[src/rtl/instr_fetch_seq_pkg.sv]
// Shared definitions for the instruction fetch/sequencer slice: field layout,
// HALT opcode and sequencer state encoding.
package cpu_pkg;

    localparam int INSTR_W = 19;
    localparam int RES_W   = 8;

    localparam int OPC_MSB = 18;
    localparam int OPC_LSB = 16;
    localparam int A_MSB   = 15;
    localparam int A_LSB   = 8;
    localparam int B_MSB   = 7;
    localparam int B_LSB   = 0;

    localparam logic [2:0] OPC_HALT = 3'b000;

    typedef enum logic [1:0] {
        ST_IDLE,
        ST_FETCH,
        ST_ISSUE,
        ST_DONE
    } state_e;

endpackage

[src/rtl/instr_fetch_seq_if.sv]
// Valid/ready instruction channel between the fetch stage (master) and the CU
// (slave); the CU returns its result combinationally on the same channel.
interface instr_fetch_seq_if #(
    parameter int INSTR_W = 19,
    parameter int RES_W   = 8
);
    logic [INSTR_W-1:0] instr;
    logic               instr_valid;
    logic               instr_ready;
    logic [RES_W-1:0]   result_in;

    modport master (
        output instr,
        output instr_valid,
        input  instr_ready,
        input  result_in
    );

    modport slave (
        input  instr,
        input  instr_valid,
        output instr_ready,
        output result_in
    );
endinterface

[src/rtl/instr_fetch_seq_prog_mem.sv]
// Program store: register array with asynchronous clear, synchronous write
// and combinational read.
module prog_mem #(
    parameter int ADDR_W = 4,
    parameter int DATA_W = 19
) (
    input  logic              clk,
    input  logic              rst_n,
    input  logic              we_i,
    input  logic [ADDR_W-1:0] waddr_i,
    input  logic [DATA_W-1:0] wdata_i,
    input  logic [ADDR_W-1:0] raddr_i,
    output logic [DATA_W-1:0] rdata_o
);
    localparam int unsigned DEPTH = 2 ** ADDR_W;

    logic [DATA_W-1:0] mem_q [DEPTH];

    always_ff @(posedge clk or negedge rst_n) begin
        if (!rst_n) begin
            for (int unsigned i = 0; i < DEPTH; i++) begin
                mem_q[i] <= '0;
            end
        end else if (we_i) begin
            mem_q[waddr_i] <= wdata_i;
        end
    end

    assign rdata_o = mem_q[raddr_i];

endmodule

[src/rtl/instr_fetch_seq.sv]
// Fetch/sequencer stage: walks the program memory and hands one instruction
// at a time to the CU, capturing the CU result on each accept.
module instr_fetch_seq #(
    parameter int INSTR_W = 19,
    parameter int RES_W   = 8,
    parameter int ADDR_W  = 4
) (
    input  logic                clk,
    input  logic                rst_n,
    input  logic                load_en,
    input  logic [ADDR_W-1:0]   load_addr,
    input  logic [INSTR_W-1:0]  load_data,
    input  logic [ADDR_W:0]     prog_len,
    input  logic                start,
    instr_fetch_seq_if.master   cu,
    output logic [RES_W-1:0]    last_result,
    output logic                result_valid,
    output logic [ADDR_W-1:0]   pc,
    output logic                busy,
    output logic                done,
    output logic [ADDR_W:0]     issued_cnt
);
    import cpu_pkg::*;

    localparam int LEN_W = ADDR_W + 1;
    localparam logic [LEN_W-1:0] DEPTH = LEN_W'(2 ** ADDR_W);

    state_e             state_q, state_d;
    logic [ADDR_W-1:0]  pc_q, pc_d;
    logic [INSTR_W-1:0] instr_q, instr_d;
    logic               valid_q, valid_d;
    logic [RES_W-1:0]   last_res_q, last_res_d;
    logic               res_valid_q, res_valid_d;
    logic               done_q, done_d;
    logic [LEN_W-1:0]   cnt_q, cnt_d;
    logic [LEN_W-1:0]   len_q, len_d;

    logic [INSTR_W-1:0] mem_rdata;
    logic [LEN_W-1:0]   len_clamped;
    logic               mem_we;

    // Writes are only honoured while idle so a running program is never altered.
    assign mem_we      = load_en && (state_q == ST_IDLE);
    assign len_clamped = (prog_len > DEPTH) ? DEPTH : prog_len;

    prog_mem #(
        .ADDR_W (ADDR_W),
        .DATA_W (INSTR_W)
    ) u_prog_mem (
        .clk     (clk),
        .rst_n   (rst_n),
        .we_i    (mem_we),
        .waddr_i (load_addr),
        .wdata_i (load_data),
        .raddr_i (pc_q),
        .rdata_o (mem_rdata)
    );

    always_ff @(posedge clk or negedge rst_n) begin
        if (!rst_n) begin
            state_q     <= ST_IDLE;
            pc_q        <= '0;
            instr_q     <= '0;
            valid_q     <= 1'b0;
            last_res_q  <= '0;
            res_valid_q <= 1'b0;
            done_q      <= 1'b0;
            cnt_q       <= '0;
            len_q       <= '0;
        end else begin
            state_q     <= state_d;
            pc_q        <= pc_d;
            instr_q     <= instr_d;
            valid_q     <= valid_d;
            last_res_q  <= last_res_d;
            res_valid_q <= res_valid_d;
            done_q      <= done_d;
            cnt_q       <= cnt_d;
            len_q       <= len_d;
        end
    end

    always_comb begin
        state_d     = state_q;
        pc_d        = pc_q;
        instr_d     = instr_q;
        valid_d     = valid_q;
        last_res_d  = last_res_q;
        res_valid_d = 1'b0;
        done_d      = 1'b0;
        cnt_d       = cnt_q;
        len_d       = len_q;

        unique case (state_q)
            ST_IDLE: begin
                if (start) begin
                    cnt_d = '0;
                    len_d = len_clamped;
                    if (len_clamped != '0) begin
                        pc_d    = '0;
                        state_d = ST_FETCH;
                    end else begin
                        state_d = ST_DONE;
                    end
                end
            end
            ST_FETCH: begin
                instr_d = mem_rdata;
                if (mem_rdata[OPC_MSB:OPC_LSB] == OPC_HALT) begin
                    state_d = ST_DONE;
                end else begin
                    valid_d = 1'b1;
                    state_d = ST_ISSUE;
                end
            end
            ST_ISSUE: begin
                if (cu.instr_ready) begin
                    last_res_d  = cu.result_in;
                    res_valid_d = 1'b1;
                    cnt_d       = cnt_q + LEN_W'(1);
                    valid_d     = 1'b0;
                    if ({1'b0, pc_q} == len_q - LEN_W'(1)) begin
                        state_d = ST_DONE;
                    end else begin
                        pc_d    = pc_q + ADDR_W'(1);
                        state_d = ST_FETCH;
                    end
                end
            end
            ST_DONE: begin
                done_d  = 1'b1;
                state_d = ST_IDLE;
            end
            default: state_d = ST_IDLE;
        endcase
    end

    assign cu.instr        = instr_q;
    assign cu.instr_valid  = valid_q;
    assign last_result     = last_res_q;
    assign result_valid    = res_valid_q;
    assign pc              = pc_q;
    assign busy            = (state_q != ST_IDLE);
    assign done            = done_q;
    assign issued_cnt      = cnt_q;

endmodule

[src/flat_wrapper.sv]
// flat-port wrapper written by rule: the top's interface ports become plain ports
module instr_fetch_seq_flat import cpu_pkg::*;
#(
    parameter int INSTR_W = 19,
    parameter int RES_W   = 8,
    parameter int ADDR_W  = 4
)
  (clk, rst_n, load_en, load_addr, load_data, prog_len, start, last_result, result_valid, pc, busy, done, issued_cnt, cu_instr, cu_instr_valid, cu_instr_ready, cu_result_in);
  instr_fetch_seq_if #(.INSTR_W(INSTR_W), .RES_W(RES_W)) cu_i ();
  input  logic clk;
  input  logic rst_n;
  input  logic load_en;
  input  logic [ADDR_W-1:0] load_addr;
  input  logic [INSTR_W-1:0] load_data;
  input  logic [ADDR_W:0] prog_len;
  input  logic start;
  output logic [RES_W-1:0] last_result;
  output logic result_valid;
  output logic [ADDR_W-1:0] pc;
  output logic busy;
  output logic done;
  output logic [ADDR_W:0] issued_cnt;
  output wire logic [$bits(cu_i.instr)-1:0] cu_instr;
  output wire logic [$bits(cu_i.instr_valid)-1:0] cu_instr_valid;
  input wire logic [$bits(cu_i.instr_ready)-1:0] cu_instr_ready;
  input wire logic [$bits(cu_i.result_in)-1:0] cu_result_in;
  assign cu_instr = cu_i.instr;
  assign cu_instr_valid = cu_i.instr_valid;
  assign cu_i.instr_ready = cu_instr_ready;
  assign cu_i.result_in = cu_result_in;
  instr_fetch_seq #(.INSTR_W(INSTR_W), .RES_W(RES_W), .ADDR_W(ADDR_W)) u_core (.clk(clk), .rst_n(rst_n), .load_en(load_en), .load_addr(load_addr), .load_data(load_data), .prog_len(prog_len), .start(start), .cu(cu_i), .last_result(last_result), .result_valid(result_valid), .pc(pc), .busy(busy), .done(done), .issued_cnt(issued_cnt));
endmodule
[config.mk]
export PLATFORM = sky130hd
export DESIGN_NAME = instr_fetch_seq_flat
export DESIGN_NICKNAME = d
export VERILOG_FILES = /design/src/rtl/instr_fetch_seq_pkg.sv /design/src/rtl/instr_fetch_seq_if.sv /design/src/rtl/instr_fetch_seq_prog_mem.sv /design/src/rtl/instr_fetch_seq.sv /design/src/flat_wrapper.sv
export SDC_FILE = /design/constraint.sdc
export NUM_CORES = 1
export LEC_CHECK = 0
export BUFFER_PORTS_ARGS = -buffer_cell sky130_fd_sc_hd__buf_2
export CAP_MARGIN = 20
export CORE_MARGIN = 4
export CORE_UTILIZATION = 43
export DETAILED_ROUTE_END_ITERATION = 8
export PLACE_DENSITY = 0.62
export SLEW_MARGIN = 20
export SYNTH_ARGS = -nofsm -noshare
export SYNTH_HDL_FRONTEND = slang
export SYNTH_SLANG_ARGS = --single-unit
[constraint.sdc]
create_clock -name clk -period 6.3 [get_ports clk]
set_clock_uncertainty 0.2 [all_clocks]
set_input_delay 0.63 -clock clk [delete_from_list [all_inputs] [get_ports clk]]
set_output_delay 0.63 -clock clk [all_outputs]
set_load 0.005 [all_outputs]
## Word-level counts from Yosys, hierarchy flattened

Index checks and enable logic that the tools add are counted.

| storage, ports and cells | value |
|---|---|
| bits in registers | 350 |
| bits in latches | 0 |
| bits in writable memories | 0 |
| bits in read-only memories | 0 |
| bits of input ports | 41 |
| output and inout bits | 40 |
| word-level logic and storage cells | 84 |
| memories kept | 0 |

| operators by class | value |
|---|---|
| $add $sub $neg | 3 |
| multipliers | 0 |
| divide/modulo/power cells | 0 |
| magnitude comparators | 4 |
| equality and inequality tests | 9 |
| shifts and indexed selects | 0 |
| mux-type cells | 27 |
| bitwise operators | 2 |
| reduce and logical (&&, ||, !) cells | 14 |

Operator list:

| cell | number |
|---|---|
| 304-bit bitwise mux | 1 |
| 19-bit binary-select mux with 4-bit select | 1 |
| 19-bit demux with 4-bit select | 1 |
| 19-bit two-way mux | 3 |
| 4-bit two-way mux | 4 |
| 5-bit two-way mux | 3 |
| 5-bit >= comparator (second input constant) | 2 |
| 2-bit != test (second input constant) | 5 |
| 4-bit NOT with 5-bit output | 2 |
| 5-bit case mux with 2 select lines | 1 |
| 2-bit two-way mux | 4 |
| 2-bit case mux with 4 select lines | 1 |
| 4-bit case mux with 2 select lines | 1 |
| 1-bit two-way mux | 6 |
| 2-bit AND reduction | 3 |
| 3-bit AND reduction | 2 |
| 2-bit nonzero test | 3 |
| 5-bit by 1-bit adder with 5-bit output (second input constant) | 1 |
| 4-bit by 5-bit equality test with 1-bit output | 1 |
| 5-bit > comparator (second input constant) | 1 |
| 5-bit by 1-bit < comparator with 1-bit output (second input constant) | 1 |
| 5-bit AND reduction | 1 |
| 5-bit nonzero test | 1 |
| 5-bit by 1-bit subtractor with 5-bit output (second input constant) | 1 |
| other kinds (7) | 9 |

## Logic depth before layout (Yosys ltp)

| logic depth | value |
|---|---|
| depth after elaboration | 7 |
| depth in mapped cells | 8 |
| mapped depth without buffers | 7 |

## By module

Synthesis repeated with hierarchy kept, for this count alone.

| second synthesis, totals | value |
|---|---|
| cells, all modules | 1011 |
| area, all modules | 15750.1 um2 |

Modules (own cells, without submodules):

| module | instances | cells each | area each (um2) | seq. area each (um2) |
|---|---|---|---|---|
| prog_mem | 1 | 835 | 13748.2 | 7607.3 |
| instr_fetch_seq | 1 | 176 | 2001.9 | 1151.1 |

## Worst setup path after synthesis

Ideal clock, no wire load.

| path | value |
|---|---|
| path type | register to register |
| from | register u_core.pc_q[1] (netlist: u_core.pc[1]) |
| to | register u_core.instr_q[2] (netlist: u_core.cu.instr[2]) |
| setup time | 0.117 ns |
| data arrival time | 2.069 ns |
| required time | 5.983 ns |
| setup slack | 3.914 ns |
| stages on the path, launching flop included | 8 |
| buffers on the path | 3 |
| period minus slack after synthesis | 2.386 ns |
| cell sequence | dfrtp_1 clkbuf_1 buf_2 buf_1 mux4_2 mux4_2 nand2_1 nand2_1 |

| between the ends | value |
|---|---|
| word-level cells in the longest chain between the ends | 4 |

RTL lines:

| what | RTL line | RTL |
|---|---|---|
| start, declared | instr_fetch_seq.sv:29 | `logic [ADDR_W-1:0] pc_q, pc_d;` |
| start signal, assigned | instr_fetch_seq.sv:72 | `pc_q <= pc_d;` |
| 4-bit NOT with 5-bit output (implied by the code) | instr_fetch_seq_prog_mem.sv:29 | `assign rdata_o = mem_q[raddr_i];` |
| 19-bit binary-select mux with 4-bit select | instr_fetch_seq_prog_mem.sv:29 |  |
| 19-bit two-way mux (implied by the code) (2 in a row) | instr_fetch_seq_prog_mem.sv:29 |  |
| end signal, assigned | instr_fetch_seq.sv:73 | `instr_q <= instr_d;` |
| end, declared | instr_fetch_seq.sv:30 | `logic [INSTR_W-1:0] instr_q, instr_d;` |

No other way between the ends. The select of a mux whose other input is x is not followed.
A chain may end at the register's enable or synchronous reset.

## Worst setup path in the final report

| path | value |
|---|---|
| from | register u_core.pc_q[0] (netlist: u_core.pc[0]) |
| to | register u_core.valid_q (netlist: u_core.cu.instr_valid) |

| between the ends | value |
|---|---|
| word-level cells in the longest chain between the ends | 7 |

RTL lines:

| what | RTL line | RTL |
|---|---|---|
| 4-bit NOT with 5-bit output (implied by the code) | instr_fetch_seq_prog_mem.sv:29 |  |
| 19-bit binary-select mux with 4-bit select | instr_fetch_seq_prog_mem.sv:29 |  |
| 19-bit two-way mux (implied by the code) (2 in a row) | instr_fetch_seq_prog_mem.sv:29 |  |
| 3-bit zero test | instr_fetch_seq.sv:109 | `if (mem_rdata[OPC_MSB:OPC_LSB] == OPC_HALT) begin` |
| 2-bit != test (no source line) | - |  |
| 3-bit AND reduction (no source line) | - |  |
| end signal, assigned | instr_fetch_seq.sv:74 | `valid_q <= valid_d;` |
| end, declared | instr_fetch_seq.sv:31 | `logic valid_q, valid_d;` |

No other way between the ends. The select of a mux whose other input is x is not followed.

==> reports/qor.yml <==
grt_max_degree: 162
die_h_um: 199
cts_setup_buffers: 0
dpl-instance-area_um2: 16500
synth_commonest_cells: "dfrtp_1 (350), mux2_2 (293), mux4_2 (92), nand2_1 (77), clkbuf_1 (34)"
yosys-top-cells-area: "dfrtp_1 (56%), mux2_2 (21%), mux4_2 (13%), nand2_1 (1.8%), mux2_4 (0.95%)"
crit_arrival_ns: 3.24
rr_startpoint: "u_core.pc[0]"
cts_buffers: 39
ys_types: 44
drive_above_1_share_pct: 52.0
pin_count: 81
place_hpwl_um: 21800
grt_usage_pct: 19.4
ff2ff_path_depth: 6
synth_area_um2: 15700
grt_pass1_wl_um: 58400
gp_congestion: 0.752
leakagePower_nw: 8.20
final_nets: 1117
wire_per_inst_um: 24.2
cp.required_ns: 6.49
cts_sinks: 350
fin_util_pct: 49.7
worstSetupStartpoint: "u_core.pc[0]"
cts_hold_buf: 0
grt_pass1_vias: 9307
synth_edf_count: 0
max-cap-violations: 0
hold_path_class: "in -> async"
vias_per_cell: 5.67
diodes: 0
tns_ns: 0
relSlewSlack_pct: 33.4
synth_cells: 1006
cts_tree: "built"
grt_overflow: 0
drtAntennaViolNets: 0
violations: "hold timing"
drt_iter0_markers: 554
ctsResizeCount: 0
async_flop_share_pct: 100
port_buffers: 80
syn_nets: 1050
ys.flop_type: "dfrtp_1"
clkTransAtPathRegs_ns: 0.06
die_w_um: 199
worst_setup_path_end_kind: "flop"
final_area_um2: 17800
yosys_warnings: 0
max_freq_mhz: 328
core-area_um2: 35800
synth_most_common_cell: "dfrtp_1"
fin_crit_sh_pct: 48.4
seq_area_frac_synth_pct: 55.6
syn_to_final_growth_pct: 13.1
setup_viol: 0
cts_root_buf: "clkbuf_16"
synth.largest_area_cell: "dfrtp_1"
drtPass1Iterations: 5
antenna_found_initial: 5
hold_viol: 16
vdd_ir_drop_max_uv: 181
crit_fanout: 33
clock_latency_ns: 0.53
wl_um: 37700
maxSlewViolCount: 0
ys_ff_latch: 350
worst_pin_slew_ns: 0.997
power_w: 0.00852
clockBufferDepth: 3
rows: 69
crit_type: "reg -> reg"
fillCellCount: 3015
htree_levels: 2
yosys.area.top_type_share_pct: 55.6
synth.avg_cell_area_um2: 15.7
dieArea_um2: 39800
vias: 8849
holdWs_ns: -0.0445
p_per_area_nw_per_um2: 478
rsz0062_at_grt: "no"
initial_utilization_pct: 44.0
status: "complete, but fails checks"
start_kind: "flop"
drc_errors: 0
period_needed_ns: 3.05
[cell usage in the layout (no fill, tap or decap), types with 7 or more instances in the layout]
cell type,n
dfrtp_1,348
nand2b_1,10
nor2_4,7
nand3_1,10
nor2_1,8
clkinv_2,10
buf_2,79
clkbuf_16,40
mux2_4,10
o21ai_0,8
nand2_1,76
mux4_2,92
inv_1,7
mux2_1,11
mux2_2,293
buf_4,12
[logic make-up after synthesis]
| family | synth area share (%) |
|---|---|
| flops | 55.6 |
| buf+inv | 2.34 |
| xor+xnor | 0.389 |
| fa+ha+maj | 0.238 |
| compound gates | 1.01 |
| simple gates | 4.44 |
| mux | 36.0 |
[final cells by class]
cell class	count	area (um^2)	share of cell area, %
clock buffer	50	1090	6.11
inverter	9	33.8	0.190
clock inverter	17	204	1.14
multi-input combinational	580	6630	37.2
sequential	350	8770	49.2
timing repair buffer	93	520	2.92
tap	461	577	3.24
[worst max-delay path, cell delays in order (launching register included)]
cell,delay (ns)
dfrtp_4,0.85
buf_4,0.57
mux4_2,0.57
a22oi_1,0.21
nand3_1,0.14
nor3_1,0.24
o21ai_0,0.11
[through the flow]
stage	instances	worst slack (ns)
finish	1560	3.25
global route	1560	2.95
CTS	1560	3.16
detailed placement	1493	3.21
global placement	1493	3.24
floorplan	1006	3.91
[state kept, by name, indices dropped and copies added (netlist names)]
register and cells:
u_core.u_prog_mem.mem_q 304, u_core.cu.instr 19, u_core.last_result 8, u_core.issued_cnt 5, u_core.len_q 5, u_core.pc 4, u_core.state_q 2, u_core.cu.instr_valid 1
u_core.done 1, u_core.result_valid 1
[path summary, 6_finish.rpt]
kind                       slack [ns]                     endpoint
setup / recovery                 3.25        u_core.cu.instr_valid
hold / removal                  -0.04        u_core.last_result[7]
setup reg to reg                 3.25        u_core.cu.instr_valid
hold reg to reg                  0.27          u_core.cu.instr[11]
max in group asynchronous        4.54  u_core.u_prog_mem.mem_q[50]
min in group clk                 0.14        u_core.last_result[2]
[power by group]
group	internal, W	switching, W	total [W]
clock network	0.00138	0.000902	0.00229
registers	0.00323	0.000608	0.00384
logic	0.00153	0.000863	0.00239
[layer usage]
metal | up-vias | share of wire (%) | global-route usage [%]
li1 | 3837 | - | -
met1 | 4748 | 45 | 28.4
met2 | 196 | 47 | 30.9
met3 | 60 | 6.0 | 3.36
met4 | 8 | 1.8 | 4.18
met5 | - | 0.17 | 0
(Power assumes the default switching activity.)
